`src/rtl/tube_hp_pkg.sv`:
```
// Shared constants and width helpers for the host-to-parasite tube FIFO.
// Used by hp_fifo_n and hp_fifo_flags.
package tube_hp_pkg;

  localparam logic HP_MODE_ONE   = 1'b1;
  localparam logic HP_MODE_BLOCK = 1'b0;

  // Stored-data reset value, replicated to WIDTH bits by the user.
  localparam logic HP_DATA_RST_BIT = 1'b0;

  function automatic int ptr_w(input int depth);
    return $clog2(depth);
  endfunction

  function automatic int cnt_w(input int depth);
    return $clog2(depth) + 1;
  endfunction

endpackage

```
`src/rtl/hp_fifo_flags.sv`:
```
// Pointer/occupancy tracking and the block-mode hysteresis flag FSM for hp_fifo_n.
// Also decides which host/parasite strobes are accepted this cycle.
module hp_fifo_flags
  import tube_hp_pkg::*;
#(
  parameter int DEPTH = 4,
  parameter int BLOCK = 2,
  localparam int PTR_W = ptr_w(DEPTH),
  localparam int CNT_W = cnt_w(DEPTH)
) (
  input  logic             clk,
  input  logic             srst,
  input  logic             h_wr,
  input  logic             p_rd,
  input  logic             one_byte_mode,
  input  logic             flush,
  output logic             wr_en,
  output logic [PTR_W-1:0] wr_ptr,
  output logic [PTR_W-1:0] rd_ptr,
  output logic [CNT_W-1:0] count,
  output logic             data_avail,
  output logic             full,
  output logic             block_avail
);

  localparam logic [1:0] ST_EMPTY    = 2'd0;
  localparam logic [1:0] ST_FILLING  = 2'd1;
  localparam logic [1:0] ST_READY    = 2'd2;
  localparam logic [1:0] ST_DRAINING = 2'd3;

  localparam logic [CNT_W-1:0] BLOCK_CNT = CNT_W'(BLOCK);
  localparam logic [CNT_W-1:0] CNT_ONE   = CNT_W'(1);
  localparam logic [PTR_W-1:0] PTR_ONE   = PTR_W'(1);

  logic [PTR_W-1:0] wr_ptr_q, wr_ptr_d;
  logic [PTR_W-1:0] rd_ptr_q, rd_ptr_d;
  logic [CNT_W-1:0] count_q, count_d;
  logic [1:0]       state_q, state_d;
  logic             flag_q;
  logic             one_byte;
  logic             nonempty;
  logic             rd_en;

  // READY and DRAINING are the two states in which the block handshake is open.
  assign flag_q   = (state_q == ST_READY) || (state_q == ST_DRAINING);
  assign one_byte = (one_byte_mode == HP_MODE_ONE);
  assign nonempty = (count_q != '0);

  assign full        = one_byte ? nonempty : flag_q;
  assign data_avail  = one_byte ? nonempty : flag_q;
  assign block_avail = (one_byte_mode == HP_MODE_BLOCK) && (count_q >= BLOCK_CNT);

  assign wr_en = h_wr & ~full & ~flush;
  assign rd_en = p_rd & data_avail & ~flush;

  always_comb begin
    wr_ptr_d = wr_ptr_q;
    rd_ptr_d = rd_ptr_q;
    count_d  = count_q;
    if (flush) begin
      wr_ptr_d = '0;
      rd_ptr_d = '0;
      count_d  = '0;
    end else begin
      if (wr_en) wr_ptr_d = wr_ptr_q + PTR_ONE;
      if (rd_en) rd_ptr_d = rd_ptr_q + PTR_ONE;
      case ({wr_en, rd_en})
        2'b10:   count_d = count_q + CNT_ONE;
        2'b01:   count_d = count_q - CNT_ONE;
        default: count_d = count_q;
      endcase
    end
  end

  // Flags follow the next count every edge, so a mode switch re-evaluates them at once.
  always_comb begin
    state_d = state_q;
    if (count_d == '0) begin
      state_d = ST_EMPTY;
    end else if (count_d >= BLOCK_CNT) begin
      state_d = ST_READY;
    end else if (flag_q) begin
      state_d = ST_DRAINING;
    end else begin
      state_d = ST_FILLING;
    end
  end

  always_ff @(posedge clk) begin
    if (srst) begin
      wr_ptr_q <= '0;
      rd_ptr_q <= '0;
      count_q  <= '0;
      state_q  <= ST_EMPTY;
    end else begin
      wr_ptr_q <= wr_ptr_d;
      rd_ptr_q <= rd_ptr_d;
      count_q  <= count_d;
      state_q  <= state_d;
    end
  end

  assign wr_ptr = wr_ptr_q;
  assign rd_ptr = rd_ptr_q;
  assign count  = count_q;

endmodule

```
`src/rtl/hp_fifo_n.sv`:
```
// Parametrised host-to-parasite tube FIFO with block-mode hysteresis handshake.
// Optional sticky overflow/underflow flags are built when HP_FIFO_ERR_EN is defined.
module hp_fifo_n
  import tube_hp_pkg::*;
#(
  parameter int WIDTH = 8,
  parameter int DEPTH = 4,
  parameter int BLOCK = 2,
  localparam int PTR_W = ptr_w(DEPTH),
  localparam int CNT_W = cnt_w(DEPTH)
) (
  input  logic             h_phi2,
  input  logic             h_rst,
  input  logic             h_wr,
  input  logic [WIDTH-1:0] h_data,
  input  logic             p_rd,
  input  logic             one_byte_mode,
  input  logic             flush,
  output logic [WIDTH-1:0] p_data,
  output logic             p_data_available,
  output logic             p_block_available,
  output logic             h_full,
  output logic [CNT_W-1:0] count,
  output logic             h_overflow,
  output logic             p_underflow
);

  localparam logic [WIDTH-1:0] DATA_RST = {WIDTH{HP_DATA_RST_BIT}};

  logic [WIDTH-1:0] mem_q [DEPTH];
  logic             wr_en;
  logic [PTR_W-1:0] wr_ptr;
  logic [PTR_W-1:0] rd_ptr;

  hp_fifo_flags #(
    .DEPTH (DEPTH),
    .BLOCK (BLOCK)
  ) u_flags (
    .clk           (h_phi2),
    .srst          (h_rst),
    .h_wr          (h_wr),
    .p_rd          (p_rd),
    .one_byte_mode (one_byte_mode),
    .flush         (flush),
    .wr_en         (wr_en),
    .wr_ptr        (wr_ptr),
    .rd_ptr        (rd_ptr),
    .count         (count),
    .data_avail    (p_data_available),
    .full          (h_full),
    .block_avail   (p_block_available)
  );

  // Storage survives flush; only reset clears it.
  for (genvar gi = 0; gi < DEPTH; gi++) begin : g_entry
    always_ff @(posedge h_phi2) begin
      if (h_rst) begin
        mem_q[gi] <= DATA_RST;
      end else if (wr_en && (wr_ptr == PTR_W'(gi))) begin
        mem_q[gi] <= h_data;
      end
    end
  end

  assign p_data = mem_q[rd_ptr];

`ifdef HP_FIFO_ERR_EN
  logic overflow_q;
  logic underflow_q;

  always_ff @(posedge h_phi2) begin
    if (h_rst) begin
      overflow_q  <= 1'b0;
      underflow_q <= 1'b0;
    end else begin
      overflow_q  <= overflow_q | (h_wr & h_full);
      underflow_q <= underflow_q | (p_rd & ~p_data_available);
    end
  end

  assign h_overflow  = overflow_q;
  assign p_underflow = underflow_q;
`else
  assign h_overflow  = 1'b0;
  assign p_underflow = 1'b0;
`endif

endmodule

```
`config.mk`:
```
export PLATFORM = sky130hd
export DESIGN_NAME = hp_fifo_n
export DESIGN_NICKNAME = d
export VERILOG_FILES = /design/src/rtl/tube_hp_pkg.sv /design/src/rtl/hp_fifo_flags.sv /design/src/rtl/hp_fifo_n.sv
export SDC_FILE = /design/constraint.sdc
export NUM_CORES = 1
export LEC_CHECK = 0
export CORE_ASPECT_RATIO = 1.1
export CORE_MARGIN = 2
export CORE_UTILIZATION = 40
export CTS_CLUSTER_DIAMETER = 150
export DETAILED_ROUTE_END_ITERATION = 12
export SLEW_MARGIN = 20
export SYNTH_ARGS = -nofsm -noshare
export SYNTH_HDL_FRONTEND = slang
export SYNTH_SLANG_ARGS = --single-unit
```
`constraint.sdc`:
```
create_clock -name h_phi2 -period 3.05 [get_ports h_phi2]
set_input_delay 0.7625 -clock h_phi2 [delete_from_list [all_inputs] [get_ports h_phi2]]
set_output_delay 0.7625 -clock h_phi2 [all_outputs]
set_load 0.02 [all_outputs]
```
==> results of run 1 <==
==> routing by layer <==
metal  part of all wire  wire [µm]  up-vias  global-route usage
met4              0.014         56        0             0.05094
met1               0.42       1707      625              0.1855
met5                  0          0        -                   0
met3              0.041        165        7             0.04026
met2               0.53       2142       34              0.2898
li1                   -          -      624                   -
==> worst max path at each step <==
stage	endpoint	slack, ns	depth (start not counted)
global route	h_full	0.12	5
CTS	h_full	0.20	5
floorplan	u_flags.count[2]	0.31	9
global placement	p_data_available	-0.01	5
detailed placement	u_flags.count[2]	-0.03	9
finish	h_full	0.20	5
==> sequential cells by signal, indices dropped and copies added (netlist names), named ones only <==
name,cells
u_flags.state_q,1
u_flags.count,3
u_flags.wr_ptr,2
u_flags.rd_ptr,2
mem_q,32
==> what timing repair did <==
| action | CTS | global route |
|---|---|---|
| endpoints found under the setup margin | 2 | 0 |
| hold buffers | 0 | 0 |
| gates resized for setup | 2 | 0 |
==> cells in the mapped netlist <==
library cell  count
buf_4             3
edfxtp_1         32
mux2i_1           2
or4_1             2
and2_1            1
or2_2             1
nand2_1           5
clkinv_1          1
xnor2_1           2
o21ai_0           1
buf_6             1
nor4_1            1
o2111ai_1         3
o2111ai_2         2
fa_1              1
o21a_1            1
inv_1             3
nor4b_4           1
or3_1             1
buf_1             1
nand2b_1         12
dfxtp_1          10
xnor3_1           1
a21oi_1           5
buf_2             1
o31ai_1           3
a22o_1            1
conb_1            1
clkbuf_1          4
mux4_2            8
ha_1              5
nor2_1           39
==> logic make-up after synthesis <==
family | synth area share
xor+xnor | 0.02013
fa+ha+maj | 0.04151
buf+inv | 0.03647
mux | 0.1006
flops | 0.5836
compound gates | 0.06289
other cells | 0.001885
simple gates | 0.1528
==> area by class of cell <==
type,count,area (µm²),area share
multi-input cells,100,759.5,0.3105
repair buffers,38,350.3,0.1432
inverters,4,15.01,0.006138
flip-flops and latches,42,1161,0.4747
well taps,56,70.07,0.02864
clock buffers,8,90.09,0.03683
==> critical path, stage by stage <==
cell	delay, ns
clkdlybuf4s50_1	0.52
nor4b_4	0.26
buf_4	0.16
nor2_1	0.05
dlygate4sd2_1	0.33
==> through the flow <==
step                      hold WS [ns]    util  instances  total power, mW  setup slack (ns)
after floorplan                 0.4363       -        156           0.7412            0.3113
after global routing            0.4831  0.5186        248            1.197            0.1194
after global placement          0.4557  0.5000        240           0.8003          -0.01194
after detailed placement        0.4551  0.5000        240           0.8041          -0.03201
after CTS                       0.4662  0.5186        248            1.167            0.1954
final                           0.4653  0.5186        248            1.151            0.2041
==> power breakdown <==
group	internal (mW)	switching (mW)	leakage, nW
sequential	0.635	0.00785	0.415
clock	0.185	0.179	0.0455
combinational	0.0686	0.0757	0.411
total	0.889	0.263	0.872
==> run metrics, run 1 <==
status=finished, final reports clean; Pleak=0.8715 nW; DRC=0; Final Instance Area=2446 µm²; hold_sp=u_flags.state_q[1]; IO Pins=30; clk root buf=clkbuf_8; Final Skew=0.002706 ns; die width=71.24 µm; Syn-to-layout area delta=22.96%; CTS tree=built; first-pass GRT wire length=6603 µm; FF-to-FF setup slack=0.80 ns; Power Dens Cells=470.7 nW/µm²; Ant. Diodes=0; WHS Endpoint=u_flags.state_q[1]; Clock H-tree levels=2; Yosys cell types=32; Critical Path Source Type=input pin; Reg2Reg Depth=8; core area=~4700 µm²; WL/cell=between 15 and 20 µm; Synth Warn #=0; Worst Setup SP=one_byte_mode; WP data arrival=between 2 and 2.5 ns; CTS max path bufs=2; period utilization=0.9331; max frequency=0.3514 GHz; CTS Buf Count=5; vias in the first global route=1319; largest net degree at the start of global routing=15; worst-path fanout max=3; layout cell share with drive strength beyond 1=0.1510; cell taking the most area after synthesis=edfxtp_1; setup bufs post-CTS=0; total wire length=4071 µm; RSZ-0062 raised after global routing=no; setup TNS=0 ns; clock period minus worst slack=2.846 ns; kind of critical path=in -> out; Vias=1290; DP Area=roughly 2400 µm²; peak supply drop=0.2197 mV; max cap viols=0; via-per-instance ratio=5.202; DRT iter0 DRCs=94; Final Max Slew Viols=0; Initial Utilization=0.4218; # fillers=402; commonest non-fill, non-tap cell in the layout=nor2_1; setup violators final=0; Overflow after GRT=0; sequential-to-total area share from yosys stat=0.5836; die area=5554 µm²; DIE HEIGHT=77.97 µm; # rows=26; Critical Path End Type=output pin; Avg Cell Area, Syn=12.83 µm²; GP Congestion=0.8205; top cells by area, synth=edfxtp_1 (48%), dfxtp_1 (10%), mux4_2 (9.1%), nor2_1 (7.4%), nand2b_1 (3.8%); Reg-to-Reg Start=u_flags.count[1]; initial antenna violation count=0; CTS sink cnt=42; Hold Path Stages=2; final hold vios=0; post-synthesis cell count=155; nets=between 200 and 250; worst-skew pair later-pin latency=0.29 ns; GRT Overall Usage=0.1613; worst hold-check path type=reg -> reg; Yosys reg bits=42; Port Buf Inserts=27; Antenna Violating Nets Remaining=0; Clock transition at path regs=0.07 ns; Mapped Area=1989 µm²; r2r endpoint=u_flags.count[2]; first drt pass iteration count=6; Yosys top cell area share=0.4830; most frequent cells in the layout=nor2_1 (39), edfxtp_1 (32), clkdlybuf4s50_1 (25); Final HPWL DP=2912 µm; Worst EP required=between 2 and 2.5 ns
(Power assumes the default switching activity.)
==> run 2, diff against run 1 <==
Settings changed: HOLD_SLACK_MARGIN set to 0.1.
==> results of run 2 <==
Final layout, timing and power as in run 1 (identical DEF).
==> run 3, diff against run 2 <==
Settings changed: CORE_UTILIZATION 40 to 27.
==> run 3 against run 2 <==
The flow now finishes with violations (DRC). Largest cell class unchanged. Die area grew 45%. Critical path type unchanged. Count of clock-buffer cells in the layout fell by 3. First-iteration DRC count shrank 31%. Critical endpoint is now p_data_available. Routed wire length is 3.0% lower. Sequential share of layout area is 1.6 points lower. Maximum frequency down 3.0%. Utilization shrank 16 points. Worst hold slack worse by 0.0016 ns. Non-clock buffer count unchanged. Sequential cell count did not move.
==> run metrics, run 3 (synthesized netlist as in run 1, its figures left out) <==
worst path bufs/invs=2; CTS max path bufs=2; max frequency=0.3408 GHz; CP endpoint=p_data_available; Comb power frac=0.109; number of buffers inserted by hold repair at cts=0; Initial Utilization=0.2807; die width=85.85 µm; DIE HEIGHT=around 94 µm; commonest non-fill, non-tap cell in the layout=nor2_1; Ant. Diodes=0; Slowest cell on crit path=clkdlybuf4s50_1; WP data arrival=2.17 ns; CTS sink cnt=42; Crit path max-delay family=buffers and inverters; clock share of power=0.402; # fillers=686; Syn-to-layout area delta=27.30%; largest reg by FF count=mem_q; WL/cell=14.25 µm; Clock transition at path regs=0.08 ns; peak supply drop=0.1837 mV; CTS Buf Count=5; total wire length=3947 µm; setup bufs post-CTS=0; Reg2Reg Depth=8; Seq pwr share=0.488; Critical Path Source Type=input pin; largest net degree at the start of global routing=15; IO Pins=30; setup violators final=0; RSZ-0062 raised after global routing=no; FF-to-FF setup slack=0.79 ns; kind of critical path=in -> out; worst-path cell chain=clkdlybuf4s50_1 > nor4b_4 > nor2_1 > clkdlybuf4s50_1; worst hold-check path type=reg -> reg; GRT Overall Usage=0.1059; core area=7087 µm²; CP most frequent cell=clkdlybuf4s50_1; DRT iter0 DRCs=65; DRC=2; nets=211; Tot Pwr=~1.3 mW; Power Dens Cells=approximately 520 nW/µm²; period utilization=0.9622; Vias=roughly 1300; initial antenna violation count=0; Worst EP required=2.29 ns; final hold vios=0; r2r endpoint=u_flags.count[2]; Overflow after GRT=0; via-per-instance ratio=4.581; most frequent cells in the layout=nor2_1 (39), edfxtp_1 (32), clkdlybuf4s50_1 (27); max cap viols=0; CP peak stage delay=between 0.5 and 0.6 ns; max FFs per register=32; critical path depth=4; Pleak=a little under 0.9 nW; Final Max Slew Viols=0; die area=8072 µm²; worst-path fanout max=3; Port Buf Inserts=27; clock period minus worst slack=2.935 ns; # rows=32; Clock H-tree levels=2; vias in the first global route=roughly 1300; failing checks=DRC; placed cells=roughly 270; Sw Ratio=0.2158; Int Power=about 1.0 mW; post-CTS sizing=0; Final Skew=0.007972 ns; non-filler instance count after layout=277; layout cell share with drive strength beyond 1=0.1615; Final HPWL DP=2824 µm; first-pass GRT wire length=between 6000 and 7000 µm; Antenna Violating Nets Remaining=0; GP Congestion=0.7265; clk root buf=clkbuf_8; worst-skew pair later-pin latency=~0.30 ns; first drt pass iteration count=8; Reg-to-Reg Start=u_flags.count[1]; Critical Path End Type=output pin; status=complete, but fails checks; Switch Pwr=between 200 and 300 µW; Worst Setup SP=one_byte_mode; CTS tree=built
run 3: cell count changes in the layout (fill, tap and decap cells not counted), sizes merged:
cell,before,now
clkinv,1,2
dlygate4sd2,2,0
clkbuf,8,5
bufinv,0,2
clkdlybuf4s50,25,27
run 3: power by group through the flow:
stage / clock [mW] / sequential [mW] / combinational (mW)
after floorplan: 0 / 0.654 / 0.0868
after global placement: 0 / 0.656 / 0.145
after detailed placement: 0 / 0.657 / 0.146
after CTS: 0.533 / 0.644 / 0.147
after global routing: 0.557 / 0.647 / 0.157
final: 0.530 / 0.644 / 0.144
run 3: layer usage:
| metal | wire, µm | GRT usage |
|---|---|---|
| met3 | 177 | 0.03163 |
| met1 | 1619 | 0.1188 |
| met5 | 0 | 0 |
| met4 | 61 | 0.04101 |
| met2 | 2089 | 0.1875 |
run 3: layout make-up:
type | count | area [µm²] | share of cell area
sequential | 42 | 1161 | 0.4585
multi-input combinational | 100 | 759.5 | 0.2999
timing repair buffer | 38 | 352.8 | 0.1393
tap | 85 | 106.4 | 0.04200
clock buffer | 5 | 68.82 | 0.02717
clock inverter | 3 | 68.82 | 0.02717
inverter | 4 | 15.01 | 0.005929
run 3: worst min-delay path by stage:
stage | startpoint | to | slack [ns] | cells after the start
final | u_flags.state_q[1] | u_flags.state_q[1] | 0.46 | 2
after global routing | u_flags.state_q[1] | u_flags.state_q[1] | 0.50 | 2
after CTS | u_flags.state_q[1] | u_flags.state_q[1] | 0.47 | 2
after detailed placement | u_flags.state_q[1] | u_flags.state_q[1] | 0.46 | 2
after global placement | u_flags.state_q[1] | u_flags.state_q[1] | 0.45 | 2
after floorplan | u_flags.state_q[1] | u_flags.state_q[1] | 0.44 | 2
run 3: metrics by stage:
step / utilization / hold WS (ns) / setup WS [ns] / TNS [ns] / area [µm²]
CTS: 0.3573 / 0.4683 / 0.1046 / 0 / 2532
floorplan: - / 0.4363 / 0.3113 / 0 / 1993
finish: 0.3573 / 0.4637 / 0.1153 / 0 / 2532
global placement: 0.3379 / 0.4536 / 0.06590 / 0 / 2395
global route: 0.3573 / 0.5018 / 0.01172 / 0 / 2532
detailed placement: 0.3379 / 0.4568 / -0.03169 / -0.03169 / 2395
run 3: tightest hold or removal path, stage by stage (launching register included):
cell and delay, ns:
dfxtp_1 0.32, nand2_1 0.05, a21oi_1 0.05
